[src/rtl/nf10_ip_pkg.sv]
// Shared IPv4 header constants, packet FSM state type and one's-complement fold helper.
// Latency: n/a (package only).
// Backpressure: n/a (package only).
package nf10_ip_pkg;

  localparam logic [15:0] ETHERTYPE_IPV4 = 16'h0800;
  localparam logic [7:0]  IPV4_VER_IHL   = 8'h45;

  // Byte offsets within beat 0 (byte 0 is the most significant byte of TDATA).
  localparam int ETHTYPE_OFF  = 12;
  localparam int IP_START_OFF = 14;
  localparam int TTL_OFF      = 22;
  localparam int CSUM_OFF     = 24;

  // A 20-byte header is 10 16-bit words; TTL sits in the high byte of word 4,
  // the checksum field is word 5.
  localparam int HDR_WORDS = 10;
  localparam int TTL_WORD  = (TTL_OFF - IP_START_OFF) / 2;
  localparam int CSUM_WORD = (CSUM_OFF - IP_START_OFF) / 2;

  localparam int BAD_CSUM_POS_DEF = 32;
  localparam int TTL_EXP_POS_DEF  = 33;

  typedef enum logic {
    ST_SOP  = 1'b0,
    ST_BODY = 1'b1
  } pkt_state_e;

  // Ten 16-bit words sum to at most 20 bits. The first fold can still carry
  // out of bit 15; the second fold absorbs that carry and cannot carry again.
  function automatic logic [15:0] ones_fold16(input logic [19:0] sum);
    logic [16:0] f1;
    f1 = {1'b0, sum[15:0]} + {13'b0, sum[19:16]};
    ones_fold16 = f1[15:0] + {15'b0, f1[16]};
  endfunction

endpackage

[src/rtl/ip_hdr_csum.sv]
// IPv4 header checksum verify and recompute for a TTL decrement.
// Latency: combinational.
// Backpressure: none (no state).
// Ports: hdr_w_i  - ten header words, index 0 = first header word (version/IHL/TOS)
//        csum_ok_o  - one's-complement sum of all ten words folds to 16'hFFFF
//        new_csum_o - checksum to write after TTL is decremented by one
module ip_hdr_csum
  import nf10_ip_pkg::*;
(
  input  logic [HDR_WORDS-1:0][15:0] hdr_w_i,
  output logic                       csum_ok_o,
  output logic [15:0]                new_csum_o
);

  logic [19:0] sum_rx;
  logic [19:0] sum_tx;

  always_comb begin
    sum_rx = '0;
    sum_tx = '0;
    for (int i = 0; i < HDR_WORDS; i++) begin
      sum_rx = sum_rx + 20'(hdr_w_i[i]);
      // New sum: TTL byte minus one, checksum field taken as zero.
      if (i == TTL_WORD) begin
        sum_tx = sum_tx + 20'(hdr_w_i[i] - 16'h0100);
      end else if (i != CSUM_WORD) begin
        sum_tx = sum_tx + 20'(hdr_w_i[i]);
      end
    end
    csum_ok_o  = (ones_fold16(sum_rx) == 16'hFFFF);
    new_csum_o = ~ones_fold16(sum_tx);
  end

endmodule

[src/rtl/ip_ttl_checksum_update.sv]
// AXI4-Stream IPv4 stage: verifies header checksum, decrements TTL, flags bad/expired packets in TUSER.
// Latency: a beat leaves one cycle after its successor is accepted; a last beat one cycle after its own acceptance.
// Backpressure: S_AXIS_TREADY = !out_valid || M_AXIS_TREADY; full throughput of one beat per cycle.
// Ports: AXI_ACLK/AXI_RESETN clock and async active-low reset; S_AXIS_* input stream
//        (TUSER [15:0] len, [23:16] src port, [31:24] dst port); M_AXIS_* output stream;
//        bad_csum_count / ttl_exp_count wrap-around counters of flagged IPv4 packets.
module ip_ttl_checksum_update
  import nf10_ip_pkg::*;
#(
  parameter int C_M_AXIS_DATA_WIDTH  = 256,
  parameter int C_S_AXIS_DATA_WIDTH  = 256,
  parameter int C_M_AXIS_TUSER_WIDTH = 128,
  parameter int C_S_AXIS_TUSER_WIDTH = 128,
  parameter int BAD_CSUM_POS         = BAD_CSUM_POS_DEF,
  parameter int TTL_EXP_POS          = TTL_EXP_POS_DEF
) (
  input  logic                              AXI_ACLK,
  input  logic                              AXI_RESETN,

  input  logic [C_S_AXIS_DATA_WIDTH-1:0]    S_AXIS_TDATA,
  input  logic [C_S_AXIS_DATA_WIDTH/8-1:0]  S_AXIS_TSTRB,
  input  logic [C_S_AXIS_TUSER_WIDTH-1:0]   S_AXIS_TUSER,
  input  logic                              S_AXIS_TVALID,
  output logic                              S_AXIS_TREADY,
  input  logic                              S_AXIS_TLAST,

  output logic [C_M_AXIS_DATA_WIDTH-1:0]    M_AXIS_TDATA,
  output logic [C_M_AXIS_DATA_WIDTH/8-1:0]  M_AXIS_TSTRB,
  output logic [C_M_AXIS_TUSER_WIDTH-1:0]   M_AXIS_TUSER,
  output logic                              M_AXIS_TLAST,
  output logic                              M_AXIS_TVALID,
  input  logic                              M_AXIS_TREADY,

  output logic [31:0]                       bad_csum_count,
  output logic [31:0]                       ttl_exp_count
);

  localparam int DW = C_S_AXIS_DATA_WIDTH;
  localparam int SW = C_S_AXIS_DATA_WIDTH / 8;
  localparam int UW = C_S_AXIS_TUSER_WIDTH;

  // Hold stage: one beat of lookahead so the last header word (bytes 0-1 of
  // beat 1) is available when beat 0 moves to the output register.
  logic [DW-1:0] hold_dat_q;
  logic [SW-1:0] hold_strb_q;
  logic [UW-1:0] hold_usr_q;
  logic          hold_last_q;
  logic          hold_first_q;
  logic          hold_vld_q, hold_vld_d;

  logic [DW-1:0] out_dat_q;
  logic [SW-1:0] out_strb_q;
  logic [UW-1:0] out_usr_q;
  logic          out_last_q;
  logic          out_vld_q;

  pkt_state_e    state_q, state_d;
  logic [31:0]   bad_cnt_q, bad_cnt_d;
  logic [31:0]   ttl_cnt_q, ttl_cnt_d;

  logic          advance;
  logic          s_hs;
  logic          shift;

  logic [HDR_WORDS-1:0][15:0] hdr_w;
  logic          csum_ok;
  logic [15:0]   new_csum;
  logic [7:0]    ttl;
  logic          eligible;
  logic          set_bad;
  logic          set_ttl;
  logic [DW-1:0] patch_dat;
  logic [UW-1:0] patch_usr;

  // ---------------------------------------------------------------- handshake
  assign advance       = !out_vld_q || M_AXIS_TREADY;
  assign S_AXIS_TREADY = advance;
  assign s_hs          = S_AXIS_TVALID && advance;
  // A non-last held beat waits for its successor (header lookahead); a held
  // last beat drains on its own so packets do not stall at the boundary.
  assign shift         = advance && hold_vld_q && (s_hs || hold_last_q);
  assign hold_vld_d    = s_hs || (hold_vld_q && !shift);

  always_comb begin
    state_d = state_q;
    if (s_hs) begin
      state_d = S_AXIS_TLAST ? ST_SOP : ST_BODY;
    end
  end

  // ---------------------------------------------------------- header datapath
  always_comb begin
    hdr_w = '0;
    for (int i = 0; i < HDR_WORDS - 1; i++) begin
      hdr_w[i] = hold_dat_q[DW-1-8*(IP_START_OFF+2*i) -: 16];
    end
    hdr_w[HDR_WORDS-1] = S_AXIS_TDATA[DW-1 -: 16];
  end

  ip_hdr_csum u_csum (
    .hdr_w_i    (hdr_w),
    .csum_ok_o  (csum_ok),
    .new_csum_o (new_csum)
  );

  assign ttl      = hold_dat_q[DW-1-8*TTL_OFF -: 8];
  // Single-beat packets are never eligible: the header's last word would sit
  // in a beat that does not exist.
  assign eligible = hold_first_q && !hold_last_q &&
                    (hold_dat_q[DW-1-8*ETHTYPE_OFF -: 16] == ETHERTYPE_IPV4) &&
                    (hold_dat_q[DW-1-8*IP_START_OFF -: 8] == IPV4_VER_IHL);

  always_comb begin
    patch_dat = hold_dat_q;
    patch_usr = hold_usr_q;
    set_bad   = 1'b0;
    set_ttl   = 1'b0;
    if (eligible) begin
      if (!csum_ok) begin
        set_bad = 1'b1;
      end else if (ttl <= 8'd1) begin
        set_ttl = 1'b1;
      end else begin
        patch_dat[DW-1-8*TTL_OFF -: 8]   = ttl - 8'd1;
        patch_dat[DW-1-8*CSUM_OFF -: 16] = new_csum;
      end
    end
    if (set_bad) patch_usr[BAD_CSUM_POS] = 1'b1;
    if (set_ttl) patch_usr[TTL_EXP_POS]  = 1'b1;
  end

  always_comb begin
    bad_cnt_d = bad_cnt_q;
    ttl_cnt_d = ttl_cnt_q;
    if (shift && set_bad) bad_cnt_d = bad_cnt_q + 32'd1;
    if (shift && set_ttl) ttl_cnt_d = ttl_cnt_q + 32'd1;
  end

  // ---------------------------------------------------------------- registers
  always_ff @(posedge AXI_ACLK or negedge AXI_RESETN) begin
    if (!AXI_RESETN) begin
      state_q      <= ST_SOP;
      hold_vld_q   <= 1'b0;
      hold_dat_q   <= '0;
      hold_strb_q  <= '0;
      hold_usr_q   <= '0;
      hold_last_q  <= 1'b0;
      hold_first_q <= 1'b0;
      out_vld_q    <= 1'b0;
      out_dat_q    <= '0;
      out_strb_q   <= '0;
      out_usr_q    <= '0;
      out_last_q   <= 1'b0;
      bad_cnt_q    <= '0;
      ttl_cnt_q    <= '0;
    end else begin
      state_q    <= state_d;
      hold_vld_q <= hold_vld_d;
      bad_cnt_q  <= bad_cnt_d;
      ttl_cnt_q  <= ttl_cnt_d;

      if (s_hs) begin
        hold_dat_q   <= S_AXIS_TDATA;
        hold_strb_q  <= S_AXIS_TSTRB;
        hold_usr_q   <= S_AXIS_TUSER;
        hold_last_q  <= S_AXIS_TLAST;
        hold_first_q <= (state_q == ST_SOP);
      end

      if (shift) begin
        out_vld_q  <= 1'b1;
        out_dat_q  <= patch_dat;
        out_strb_q <= hold_strb_q;
        out_usr_q  <= patch_usr;
        out_last_q <= hold_last_q;
      end else if (M_AXIS_TREADY) begin
        out_vld_q  <= 1'b0;
      end
    end
  end

  assign M_AXIS_TDATA   = out_dat_q;
  assign M_AXIS_TSTRB   = out_strb_q;
  assign M_AXIS_TUSER   = out_usr_q;
  assign M_AXIS_TLAST   = out_last_q;
  assign M_AXIS_TVALID  = out_vld_q;
  assign bad_csum_count = bad_cnt_q;
  assign ttl_exp_count  = ttl_cnt_q;

endmodule

[config.mk]
export PLATFORM = sky130hd
export DESIGN_NAME = ip_ttl_checksum_update
export DESIGN_NICKNAME = d
export VERILOG_FILES = /design/src/rtl/nf10_ip_pkg.sv /design/src/rtl/ip_hdr_csum.sv /design/src/rtl/ip_ttl_checksum_update.sv
export SDC_FILE = /design/constraint.sdc
export NUM_CORES = 2
export LEC_CHECK = 0
export CORE_AREA = 2 2 352 354
export CTS_BUF_LIST = sky130_fd_sc_hd__clkbuf_8 sky130_fd_sc_hd__clkbuf_16
export CTS_CLUSTER_SIZE = 30
export DETAILED_ROUTE_END_ITERATION = 12
export DIE_AREA = 0 0 354 356
export GPL_TIMING_DRIVEN = 0
export SYNTH_ARGS = -nofsm -noshare
export SYNTH_HDL_FRONTEND = slang
export SYNTH_SLANG_ARGS = --single-unit
[constraint.sdc]
create_clock -name AXI_ACLK -period 9.8 [get_ports AXI_ACLK]
set_input_delay 2.94 -clock AXI_ACLK [delete_from_list [all_inputs] [get_ports AXI_ACLK]]
set_output_delay 2.94 -clock AXI_ACLK [all_outputs]
set_load 0.05 [all_outputs]
==> out/metrics.yaml <==
cp_max_fo: 5
outcome: "finished, violations left"
cts_buffers: 101
arrival_ns: 11.00
vias: 37800
fmaxAchievable_ghz: 0.0957
worstReg2RegStart: "hold_dat_q[128]"
finClkSkew_ns: 0.0300
setup_viol: 90
area_delta_synth_final_pct: 43.8
finalMaxSlewViolations: 0
r2r_end: "M_AXIS_TDATA[56]"
fp.coreArea_um2: 123000
synth_nets: 5514
critPathSlowestCell: "fa_2"
path_class: "in2reg"
fp-row-count: 129
die_area_um2: 126000
synth_top_area_share: 0.524
root_buffer: "clkbuf_16"
rsz0062_at_grt: "true"
cp-start-kind: "primary input"
gr-usage-met3: 0.0748
synth_area_um2: 43100
holdBufCountCts: 0
synthFlopType: "dfrtp_1"
grt_use_met2: 0.448
final_cell_mix: "nand2_1 (2318), dfrtp_1 (902), clkdlybuf4s50_1 (889)"
rrSetupSlack_ns: -0.54
dp.final_hpwl_mm: 135
wl_mm: 177
postSynthCellCount: 4848
vias_per_cell: 4.87
violations: "negative setup slack"
timing.final.ws_setup_ns: -0.646
syn_avg_cell_area_um2: 8.88
endpoint: "M_AXIS_TDATA[49]"
dpl-instance-area_um2: 54900
synth-seq-area-share: 0.524
hold_slack_ns: 0.457
rr_worst_depth: 54
port_buffers: 903
grt_use_met1: 0.338
drive_gt1_frac: 0.113
wire_per_inst_um: 22.8
gr-usage-all-layers: 0.273
drt_iter0_markers: 2897
firstDrtPassIters: 5
die_x_um: 354
ys_types: 76
slowest_delay_ns: 0.62
grt_busiest_layer: "met2"
tritoncts: "yes"
crit_start: "S_AXIS_TDATA[244]"
fin_util: 0.505
gp_congestion: 0.934
slew_headroom: 0.154
max_cap_violations: 0
design_area_um2: 61900
layout.nets: 6678
synth_edf_count: 0
synth_top_area_cell: "dfrtp_1"
clock_path_buffers: 3
synthArstFlopShare: 1.00
mostFrequentLayoutCell: "nand2_1"
cp.required_ns: 10.35
chipHeight_um: 356
postRouteAntennaNets: 0
finalCriticalPeriod_ns: 10.45
gr-total-overflow: 0
post-route-period-util: 1.07
drc_errors: 0
yosysWarningCount: 0
worstSkewPairLatency_ns: 0.70
io_pins: 904
grt_max_degree: 120
setup.worst_path.end_class: "register"
htreeDepth: 3
hold_viol: 0
synth_area_leaders: "dfrtp_1 (52%), nand2_1 (20%), fa_1 (6.8%)"
grt_antenna_before_repair: 63
path_clk_slew_ns: 0.06
hold_class: "reg2reg"
clkSinkCount: 902
grt_pass1_wl_mm: 253
tightestPinTransition_ns: 1.27
synth-seq-cells: 902
grt_pass1_vias: 37600
start_util: 0.351
## Yosys cell counts, drive strengths merged, types with 3 or more instances
cell type	count
o211a	3
dfrtp	902
o21a	8
or3	12
nand3	51
nand2b	12
a211oi	11
o21ai	134
clkbuf	214
buf	15
a211o	5
xor2	68
nor2b	7
nor4	24
a31oi	10
or2	9
nand4	33
a311o	10
and2	22
a221o	3
o31ai	8
nor3b	8
nor4b	4
ha	98
nand3b	3
a2111oi	6
o2111ai	20
nor2	64
xnor2	87
or4	7
and3	22
fa	147
o211ai	12
nor3	49
o311ai	3
o21bai	14
nand2	2326
and4	9
a21boi	4
a21o	18
inv	304
mux2	4
a21oi	52
## layout make-up
| class | count | area (µm²) |
|---|---|---|
| diodes | 27 | 67.6 |
| plain buffers | 223 | 1180 |
| clock buffers | 128 | 2900 |
| clock inverters | 61 | 651 |
| fillers | 11500 | 60700 |
| inverters | 304 | 1140 |
| multi-input cells | 3414 | 20700 |
| flip-flops and latches | 902 | 22600 |
| well taps | 1637 | 2050 |
| repair buffers | 1066 | 10700 |
## repair_timing
action	4_1_cts	5_1_grt
setup buffers	107	49
setup endpoints to repair	90	90
resized for setup	300	195
pin swaps	106	198
hold endpoints to repair	0	0
gates cloned	7	8
## stage by stage
stage / worst slack, ns / std cells / setup TNS, ns
floorplan: -0.691 / 4848 / -54.06
global placement: -36.77 / 7388 / -
detailed placement: -2.88 / 7399 / -232.92
CTS: -0.619 / 7687 / -36.35
global route: -1.11 / 7758 / -73.14
finish: -0.646 / 7762 / -44.32
## flip-flops by register name (all words and copies together) (netlist names), 32 cells and up
signal and cells:
M_AXIS_TUSER 128, ttl_exp_count 32, hold_strb_q 32, M_AXIS_TSTRB 32
hold_usr_q 128, hold_dat_q 256, M_AXIS_TDATA 256, bad_csum_count 32
## kinds of logic (layout without fill, tap and decap cells)
kind of cell             Yosys count  count (layout)  synth area share
flip-flops                       902             902             0.524
other                              0              27                 0
AO/OA/AOI/OAI                    339             339            0.0511
buffers and inverters            533            1782            0.0470
multiplexers                       6               6           0.00151
AND/OR/NAND/NOR                 2668            2669             0.248
XOR/XNOR                         155             155            0.0315
adder cells (fa/ha/maj)          245             245            0.0968
## layer usage
layer  wire length (µm)  share of wire  vias to the layer above
li1                   -              -                    17500
met1              70100           0.40                    18600
met2              85400           0.48                     1308
met3              13900          0.079                      341
met4               6930          0.039                       46
met5                308         0.0017                        -
## worst max-delay path, delay by kind of cell
family | cells | cell delay (ns)
fa+ha+maj | 8 | 3.25
simple gates | 10 | 1.87
compound gates | 10 | 1.81
buf+inv | 10 | 0.93
xor+xnor | 1 | 0.19
## worst min path at each step
stage | start | to | cells after the start
2_1_floorplan | hold_dat_q[160] | M_AXIS_TDATA[160] | 2
3_3_place_gp | hold_usr_q[50] | M_AXIS_TUSER[50] | 2
3_5_place_dp | hold_dat_q[186] | M_AXIS_TDATA[186] | 2
4_1_cts | hold_dat_q[173] | M_AXIS_TDATA[173] | 2
5_1_grt | hold_dat_q[173] | M_AXIS_TDATA[173] | 2
6_report | hold_dat_q[173] | M_AXIS_TDATA[173] | 2
Power is left out: the tool's default activity adds up to more than one toggle a clock period on the data nets, which glitch-free logic cannot reach.
